[src/rtl/sr_latch_bank.sv]
// Bank of N clocked set/reset channels with per-channel enable, MODE-selected s=r=1 resolution,
// sticky invalid flags and an optional saturating invalid counter (SR_LATCH_BANK_INV_CNT_EN).
module sr_latch_bank #(
  parameter int unsigned N            = 8,
  parameter int unsigned MODE         = 0,
  parameter logic [N-1:0] INIT        = '0,
  parameter int unsigned CNT_W        = 8
) (
  input  logic             clk,
  input  logic             rst_n,
  input  logic [N-1:0]     en,
  input  logic [N-1:0]     s,
  input  logic [N-1:0]     r,
  input  logic             clr_inv,
  output logic [N-1:0]     q,
  output logic [N-1:0]     qbar,
  output logic [N-1:0]     changed,
  output logic [N-1:0]     inv_flag,
  output logic [CNT_W-1:0] inv_cnt
);

  logic [N-1:0] r_q;
  logic [N-1:0] r_changed;
  logic [N-1:0] r_flag;
  logic [N-1:0] w_q_next;
  logic [N-1:0] w_inv;
  logic [N-1:0] w_flag_next;

  always_comb begin
    w_q_next = r_q;
    for (int i = 0; i < int'(N); i++) begin
      if (en[i]) begin
        unique case ({s[i], r[i]})
          2'b10: w_q_next[i] = 1'b1;
          2'b01: w_q_next[i] = 1'b0;
          2'b11: begin
            case (MODE)
              0:       w_q_next[i] = 1'b1;
              1:       w_q_next[i] = 1'b0;
              2:       w_q_next[i] = ~r_q[i];
              default: w_q_next[i] = r_q[i];
            endcase
          end
          default: w_q_next[i] = r_q[i];
        endcase
      end
    end
  end

  // Toggle mode treats s=r=1 as a legal command, so it never counts as invalid.
  always_comb begin
    w_inv = '0;
    if (MODE != 2) begin
      w_inv = en & s & r;
    end
    // A new invalid event in the clearing cycle survives the clear.
    w_flag_next = (clr_inv ? '0 : r_flag) | w_inv;
  end

  always_ff @(posedge clk) begin
    if (!rst_n) begin
      r_q       <= INIT;
      r_changed <= '0;
      r_flag    <= '0;
    end else begin
      r_q       <= w_q_next;
      r_changed <= w_q_next ^ r_q;
      r_flag    <= w_flag_next;
    end
  end

`ifdef SR_LATCH_BANK_INV_CNT_EN
  logic [CNT_W-1:0] r_cnt;
  logic [CNT_W-1:0] w_cnt_base;
  logic [CNT_W-1:0] w_cnt_next;

  always_comb begin
    w_cnt_base = clr_inv ? '0 : r_cnt;
    w_cnt_next = w_cnt_base;
    if ((|w_inv) && (w_cnt_base != {CNT_W{1'b1}})) begin
      w_cnt_next = w_cnt_base + CNT_W'(1);
    end
  end

  always_ff @(posedge clk) begin
    if (!rst_n) begin
      r_cnt <= '0;
    end else begin
      r_cnt <= w_cnt_next;
    end
  end

  assign inv_cnt = r_cnt;
`else
  assign inv_cnt = '0;
`endif

  assign q        = r_q;
  assign qbar     = ~r_q;
  assign changed  = r_changed;
  assign inv_flag = r_flag;

endmodule
[config.mk]
export PLATFORM = sky130hd
export DESIGN_NAME = sr_latch_bank
export DESIGN_NICKNAME = d
export VERILOG_FILES = /design/src/rtl/sr_latch_bank.sv
export SDC_FILE = /design/constraint.sdc
export NUM_CORES = 1
export LEC_CHECK = 0
export BUFFER_PORTS_ARGS = -buffer_cell sky130_fd_sc_hd__buf_2
export CAP_MARGIN = 10
export CELL_PAD_IN_SITES_DETAIL_PLACEMENT = 1
export CELL_PAD_IN_SITES_GLOBAL_PLACEMENT = 2
export CORE_ASPECT_RATIO = 1.2
export CORE_MARGIN = 2
export CORE_UTILIZATION = 25
export DETAILED_ROUTE_END_ITERATION = 7
export PLACE_DENSITY = 0.92
export SETUP_SLACK_MARGIN = 0.05
export SLEW_MARGIN = 40
export SYNTH_ARGS = -nofsm -noshare
export SYNTH_HDL_FRONTEND = slang
export SYNTH_SLANG_ARGS = --single-unit
[constraint.sdc]
create_clock -name clk -period 1.5 [get_ports clk]
set_input_delay 0.3 -clock clk [delete_from_list [all_inputs] [get_ports clk]]
set_output_delay 0.3 -clock clk [all_outputs]
set_load 0.005 [all_outputs]
* After elaboration in Yosys (flattened, before gate mapping)
Index checks and enable logic that the tools add are counted.
** Operators by class
- Eq/ne operators :: 24
- Reduce and logical (&&, ||, !) cells :: 8
- Muxes and demuxes :: 17
- Bitwise gates (word level) :: 5
** Operators by type and width (number)
- equality test 2 bit (second input constant) :: 16
- AND 8 bit :: 2
- equality test 2 x 1 -> 1 bit (second input constant) :: 8
- one-hot mux 1 bit (2 select lines) :: 8
- OR reduction 2 bit :: 8
- two-way mux 1 bit :: 8
- two-way mux 8 bit :: 1
- inverter 8 bit :: 1
- OR 8 bit :: 1
- bitwise XOR 8 bit :: 1
** Storage, ports and cells
- Input port bits :: 27
- Flip-flop bits (word level) :: 24

* Logic depth before layout (Yosys ltp)
Gate-level depths: netlist of the first run.
- Depth after elaboration :: 5
- Mapped depth :: 3
- Mapped depth without buffers :: 2

* Least setup slack after synthesis of the first run
No wires, ideal clock.
- Path kind :: reg2reg
- From :: register r_q[0] (netlist: q[0])
- To :: register r_q[0] (netlist: q[0])
- Required time :: 1.434 ns
- Arrival :: 0.702 ns
- Slack :: 0.732 ns
- Clock period less this slack :: 0.768 ns
- Setup time :: 0.066 ns
- Cell stages (with the launch flop) :: 3
- Cells stage by stage :: dfxtp_1 a21bo_2 a21boi_2
** On the way
- Word-level cells in the longest chain between the ends :: 2
** Ends and longest elaborated chain
- from (decl) :: line 22 : logic [N-1:0] r_q;
- from (signal assigned) :: line 66 : r_q <= w_q_next;
- one-hot mux 1 bit (2 select lines) :: line 33 : unique case ({s[i], r[i]})
- two-way mux 1 bit (*) :: line 32 : if (en[i]) begin
Every way passes the cells marked *; elsewhere a longest branch is shown, timed or not.
A chain may end at the register's enable or synchronous reset.

* Worst setup path after layout of the first run
- From :: register r_q[1] (netlist: q[1])
- To :: output qbar[1]
** On the way
- Word-level cells in the longest chain between the ends :: 1
** Ends and longest elaborated chain
- inverter 8 bit :: line 99 : assign qbar = ~r_q;
- to (decl) :: line 16 : output logic [N-1:0] qbar,
No other way between the ends.

==> impl_metrics.py, run 1 <==
metrics = {
    "floorplan": {
        "rows": 27,
        "start_util_pct": 25.7,
        "die_area_sq_mm": 0.00522,
        "core_region_area_sq_mm": 0.00453,
        "num_io_pins": 67,
        "die_w_microns": 66.3,
        "die_y_microns": 78.7,
    },
    "global_routing": {
        "overflow": 0,
        "grt_max_degree": 25,
        "use_met2_pct": 15.8,
        "grtUsageMet1_pct": 10.4,
        "grt_pass1_wl_mm": 3.69,
        "grt.total_usage_pct": 9.17,
        "antenna_found_initial": 0,
        "grt_use_met3_pct": 2.27,
        "grt-busiest-layer": "met2",
        "grt_pass1_vias": 868,
    },
    "sta": {
        "setup_violations": 0,
        "skew_ns": 0.000755,
        "hold_violations": 0,
        "period_minus_slack_ns": 1.13,
        "rsz0062_at_grt": "false",
        "worst_slack_ns": 0.369,
        "slew_violations": 0,
        "tns_ns": 0,
        "maxClockFrequency_mhz": 884,
        "finalCritPeriodShare_pct": 75.4,
    },
    "flow_run": {
        "cap_violations": 0,
    },
    "logic_synthesis": {
        "synth_seq_cells": 24,
        "syn_inst": 123,
        "synth.distinct_cells": 15,
        "yosys-top-cells-area": "dfxtp_1, a21bo_2, a21boi_2, a21oi_2, a21boi_1",
        "synthAdderAreaFrac_pct": 0,
        "syn_avg_cell_area_sq_um": 9.46,
        "yosys.area_share.simple_pct": 23.2,
        "synth.mux.area_fraction_pct": 0,
        "synth_top_area_cell": "dfxtp_1",
        "synth_top_area_share_pct": 41.3,
        "synth_compound_area_share_pct": 25.5,
        "ys_seq_area_share_pct": 41.3,
        "ys_warn_count": 0,
        "synth_top_family_by_area": "compound AO/OA/AOI/OAI gates",
        "syn_area_sq_mm": 0.00116,
        "synth_xor_area_share_pct": 0,
    },
    "clock_network": {
        "postCtsHoldBufs": 0,
        "clock_sinks": 24,
        "worstSkewPairLatency_ns": 0.26,
        "cts_resized": 0,
        "cts_setup_buffers": 0,
        "clock_path_buffers": 2,
        "numCtsBuffers": 3,
        "tritoncts": "done",
        "htreeDepth": 1,
        "path_clk_slew_ns": 0.09,
        "cts_root_buf": "clkbuf_8",
    },
    "placement": {
        "dp_cells": 236,
        "place_congestion": 0.657,
        "port_buffers": 58,
        "pre_cts_slack_ns": 0.525,
        "hpwl_mm": 1.94,
        "post_dp_cell_area_sq_mm": 0.00147,
    },
    "routing": {
        "vias": 1005,
        "totalWireLength_mm": 2.42,
        "viasPerCell": 4.19,
        "routedWlPerCell_microns": 10.1,
        "antenna_left": 0,
        "firstDrtPassIters": 4,
        "drc": 0,
        "initialDrtViolationCount": 7,
    },
    "worst_setup_path": {
        "r2r-start": "q[1]",
        "cp-start-kind": "register",
        "crit_arrival_ns": 0.83,
        "critical_path_class": "reg2out",
        "crit_fanout": 5,
        "crit_path_start": "q[1]",
        "critPathRequiredTime_ns": 1.20,
        "end_kind": "output port",
        "crit_family": "flip-flops",
        "critPathMaxStageDelay_ns": 0.40,
        "cpMaxStageDelayCell": "dfxtp_1",
        "crit_chain": "inv_1 > buf_2",
        "crit_buf_inv": 2,
    },
    "finish": {
        "most-common-layout-cells": "buf_2, dfxtp_1, nand2_1",
        "diodes": 0,
        "fillers": 577,
        "instances_no_fill": 240,
        "postLayoutCellArea_sq_mm": 0.00153,
        "syn_to_final_growth_pct": 31.1,
        "nNetsFinal": 210,
        "final_layout_size_suffix_gt1_share_pct": 46.7,
        "final_common_cell": "buf_2",
    },
    "min_path": {
        "hp-class": "in2reg",
        "hp-start": "en[0]",
    },
    "power": {
        "power_mw": 1.33,
        "p_leak_nw": 0.702,
        "irDropWorstVdd_mv": 0.314,
        "powerDensity_mw_per_mm2": 875,
    },
    "run_status": {
        "status": "completed",
    },
}
-- state kept, by name, indices dropped and copies added, names as in the netlist --
register / count
changed: 8
inv_flag: 8
q: 8
-- per-stage QoR --
step                hold WS (ns)  util (%)
floorplan                  0.430         -
global placement           0.457      32.5
detailed placement         0.467      32.5
CTS                        0.282      33.7
global route               0.288      33.7
finish                     0.290      33.7
-- routing by layer --
layer | share of wire (%) | vias to the layer above
met5 | 0 | -
met4 | 1.0 | 0
met3 | 7.9 | 2
met2 | 50 | 38
met1 | 41 | 456
li1 | - | 509
-- layout make-up --
class                   instances  area, sq um  share of cell area, %
multi-input cells              88          597                   39.1
flip-flops and latches         24          480                   31.5
repair buffers                 58          290                   19.0
well taps                      58         72.6                   4.76
clock buffers                   4         55.1                   3.61
inverters                       8         30.0                   1.97
-- synth_stat cells (all sizes together) --
cell    instances
a21bo           8
a21boi         16
a21oi           8
buf            10
conb            1
dfxtp          24
inv             8
nand2          16
nand2b          8
nand3           8
nand3b          8
or2b            8
-- worst min-delay path, stage by stage --
cell and delay, ns:
buf_2 0.12, nand2_1 0.07, a21oi_2 0.03
-- where the power goes --
group	internal (mW)	switching (mW)	leakage, nW	total [mW]
registers	0.668	0.0195	0.197	0.687
logic	0.111	0.0982	0.477	0.210
clock network	0.234	0.204	0.0288	0.438
-- logic make-up (layout without fill, tap and decap cells) --
family | Yosys count | in the layout
AO/OA/AOI/OAI | 32 | 32
other | 1 | 8
AND/OR/NAND/NOR | 48 | 48
flip-flops | 24 | 24
buffers and inverters | 18 | 70
-- worst paths after layout --
check | endpoint | slack [ns] | cells after the start
worst min register to register | inv_flag[5] | 0.47 | 2
worst min-delay path | changed[0] | 0.29 | 3
worst max register to register | q[1] | 0.68 | 2
worst max-delay path | qbar[1] | 0.37 | 2
Note: power is estimated with default switching activity, not from simulation.
==> inputs of run 2 (changes only) <==
--- a/config.mk
+++ b/config.mk
@@ -11,9 +11,9 @@
 export CELL_PAD_IN_SITES_GLOBAL_PLACEMENT = 2
 export CORE_ASPECT_RATIO = 1.2
 export CORE_MARGIN = 2
-export CORE_UTILIZATION = 25
+export CORE_UTILIZATION = 23
 export DETAILED_ROUTE_END_ITERATION = 7
-export PLACE_DENSITY = 0.92
+export PLACE_DENSITY = 0.87
 export SETUP_SLACK_MARGIN = 0.05
 export SLEW_MARGIN = 40
 export SYNTH_ARGS = -nofsm -noshare
==> constraint.sdc (replaced) <==
create_clock -name clk -period 1.1 [get_ports clk]
set_input_delay 0.22 -clock clk [delete_from_list [all_inputs] [get_ports clk]]
set_output_delay 0.22 -clock clk [all_outputs]
set_load 0.005 [all_outputs]
==> run 2 against run 1 <==
  * Register-to-register slack worse by 0.36 ns
  * Non-clock buffer count is 1 higher
  * Clock power is 18% higher
  * Combinational power is 42% higher
  * Sequential power is 37% higher
  * Final area is 1.6% higher
  * Count of clock-buffer cells in the layout is 1 lower
  * Wire length is 11% higher
  * Hold slack worse by 0.079 ns
  * Power is 31% higher
  * Final cell count is 0.83% higher
  * Critical path type unchanged
  * Critical endpoint is now qbar[7]
  * Largest power group unchanged
==> impl_metrics.py, run 2 (synthesized netlist as in run 1, its figures left out) <==
metrics = {
    "placement": {
        "port_buffers": 58,
        "place_congestion": 0.668,
        "hpwl_mm": 2.04,
    },
    "routing": {
        "totalWireLength_mm": 2.68,
        "viasPerCell": 4.14,
        "vias": 1003,
        "antenna_left": 0,
        "routedWlPerCell_microns": 11.1,
        "initialDrtViolationCount": 10,
        "firstDrtPassIters": 4,
        "drc": 0,
    },
    "floorplan": {
        "num_io_pins": 67,
        "die_area_sq_mm": 0.00565,
        "start_util_pct": 23.7,
        "core_region_area_sq_mm": 0.00490,
        "die_w_microns": 68.9,
        "die_y_microns": 81.9,
        "rows": 28,
    },
    "power": {
        "pwr-share-seq_pct": 53.6,
        "irDropWorstVdd_mv": 0.368,
        "combinationalPowerShare_pct": 17.0,
        "powerDensity_mw_per_mm2": 1130,
        "power_mw": 1.75,
        "p_int_mw": 1.32,
        "sw_frac_of_total_pct": 25.0,
        "clkPwrFrac_pct": 29.3,
        "p_switching_uw": 438,
        "p_leak_nw": 0.707,
    },
    "global_routing": {
        "overflow": 0,
        "antenna_found_initial": 0,
        "grt_max_degree": 25,
        "grt_pass1_vias": 925,
        "grt_pass1_wl_mm": 4.06,
        "grt.total_usage_pct": 9.63,
    },
    "worst_setup_path": {
        "crit_chain": "inv_1 > buf_2",
        "crit_fanout": 5,
        "ff2ff_setup_slack_ns": 0.32,
        "cpMaxStageDelayCell": "dfxtp_4",
        "critical_path_class": "reg2out",
        "end_kind": "output port",
        "cp-start-kind": "register",
        "critPathMaxStageDelay_ns": 0.37,
        "crit_arrival_ns": 0.78,
        "critPathRequiredTime_ns": 0.88,
    },
    "sta": {
        "setup_violations": 0,
        "hold_violations": 0,
        "finalCritPeriodShare_pct": 90.7,
        "tns_ns": 0,
        "period_minus_slack_ns": 0.997,
        "maxClockFrequency_mhz": 1000,
        "hold_ws_ns": 0.211,
        "skew_ns": 0.00183,
        "rsz0062_at_grt": "false",
        "slew_violations": 0,
    },
    "finish": {
        "diodes": 0,
        "final_common_cell": "buf_2",
        "syn_to_final_growth_pct": 33.1,
        "most-common-layout-cells": "buf_2, nand2_1, dfxtp_1",
        "nNetsFinal": 211,
        "fillers": 630,
        "final_layout_size_suffix_gt1_share_pct": 52.7,
    },
    "min_path": {
        "hp-class": "in2reg",
    },
    "clock_network": {
        "tritoncts": "done",
        "clock_path_buffers": 2,
        "numCtsBuffers": 3,
        "path_clk_slew_ns": 0.08,
        "postCtsHoldBufs": 0,
        "htreeDepth": 1,
        "cts_root_buf": "clkbuf_8",
        "clock_sinks": 24,
        "worstSkewPairLatency_ns": 0.26,
    },
    "run_status": {
        "status": "completed",
    },
    "flow_run": {
        "cap_violations": 0,
    },
}
## run 2: changes by cell type in the layout (fill, tap and decap cells not counted), sizes merged
cell,previous run,this run
buf,58,59
clkbuf,4,3
## run 2: repair_timing
action	4_1_cts	5_1_grt
gates resized for setup	6	7
setup endpoints to repair	6	8
endpoints found under the hold margin	0	0
buffers inserted	0	0
## run 2: layout make-up
type | count | area (sq um) | area share [%]
repair buffers | 59 | 310 | 20.0
inverters | 8 | 30.0 | 1.94
well taps | 60 | 75.1 | 4.85
multi-input cells | 88 | 597 | 38.5
flip-flops and latches | 24 | 495 | 32.0
clock buffers | 3 | 41.3 | 2.67
## run 2: per-layer routing
layer | GRT usage [%] | part of all wire [%] | vias to the layer above
met5 | 0 | 0 | -
met4 | 4.71 | 0.93 | 0
met3 | 2.05 | 7.3 | 2
met2 | 16.8 | 51 | 36
met1 | 10.8 | 41 | 456
li1 | - | - | 509
## run 2: path summary, 6_finish.rpt
| path | from | to | cells after the start |
|---|---|---|---|
| min | en[1] | changed[1] | 3 |
| max | q[7] | qbar[7] | 2 |
| min reg2reg | inv_flag[4] | inv_flag[4] | 2 |
| max reg2reg | q[2] | q[2] | 2 |
## run 2: worst max-delay path, delay by kind of cell (launching register included)
family	cells	cell delay, ns
buffers and inverters	2	0.15
DFF	1	0.37
## run 2: per-stage QoR
| step | instance area (sq um) | util [%] | worst slack, ns | instances |
|---|---|---|---|---|
| 6_report | 1550 | 31.6 | 0.103 | 242 |
| 5_1_grt | 1550 | 31.6 | 0.0514 | 242 |
| 4_1_cts | 1540 | 31.4 | 0.0521 | 242 |
| 3_5_place_dp | 1490 | 30.4 | 0.285 | 239 |
| 3_3_place_gp | 1490 | 30.4 | 0.330 | 239 |
| 2_1_floorplan | 1190 | - | 0.332 | 130 |
## run 2: power groups by stage
stage               sequential (mW)  clock, mW  combinational (mW)
finish                        0.941      0.515               0.299
CTS                           0.943      0.553               0.306
global route                  0.950      0.583               0.339
detailed placement            0.960          0               0.305
floorplan                     0.961          0               0.165
global placement              0.957          0               0.300
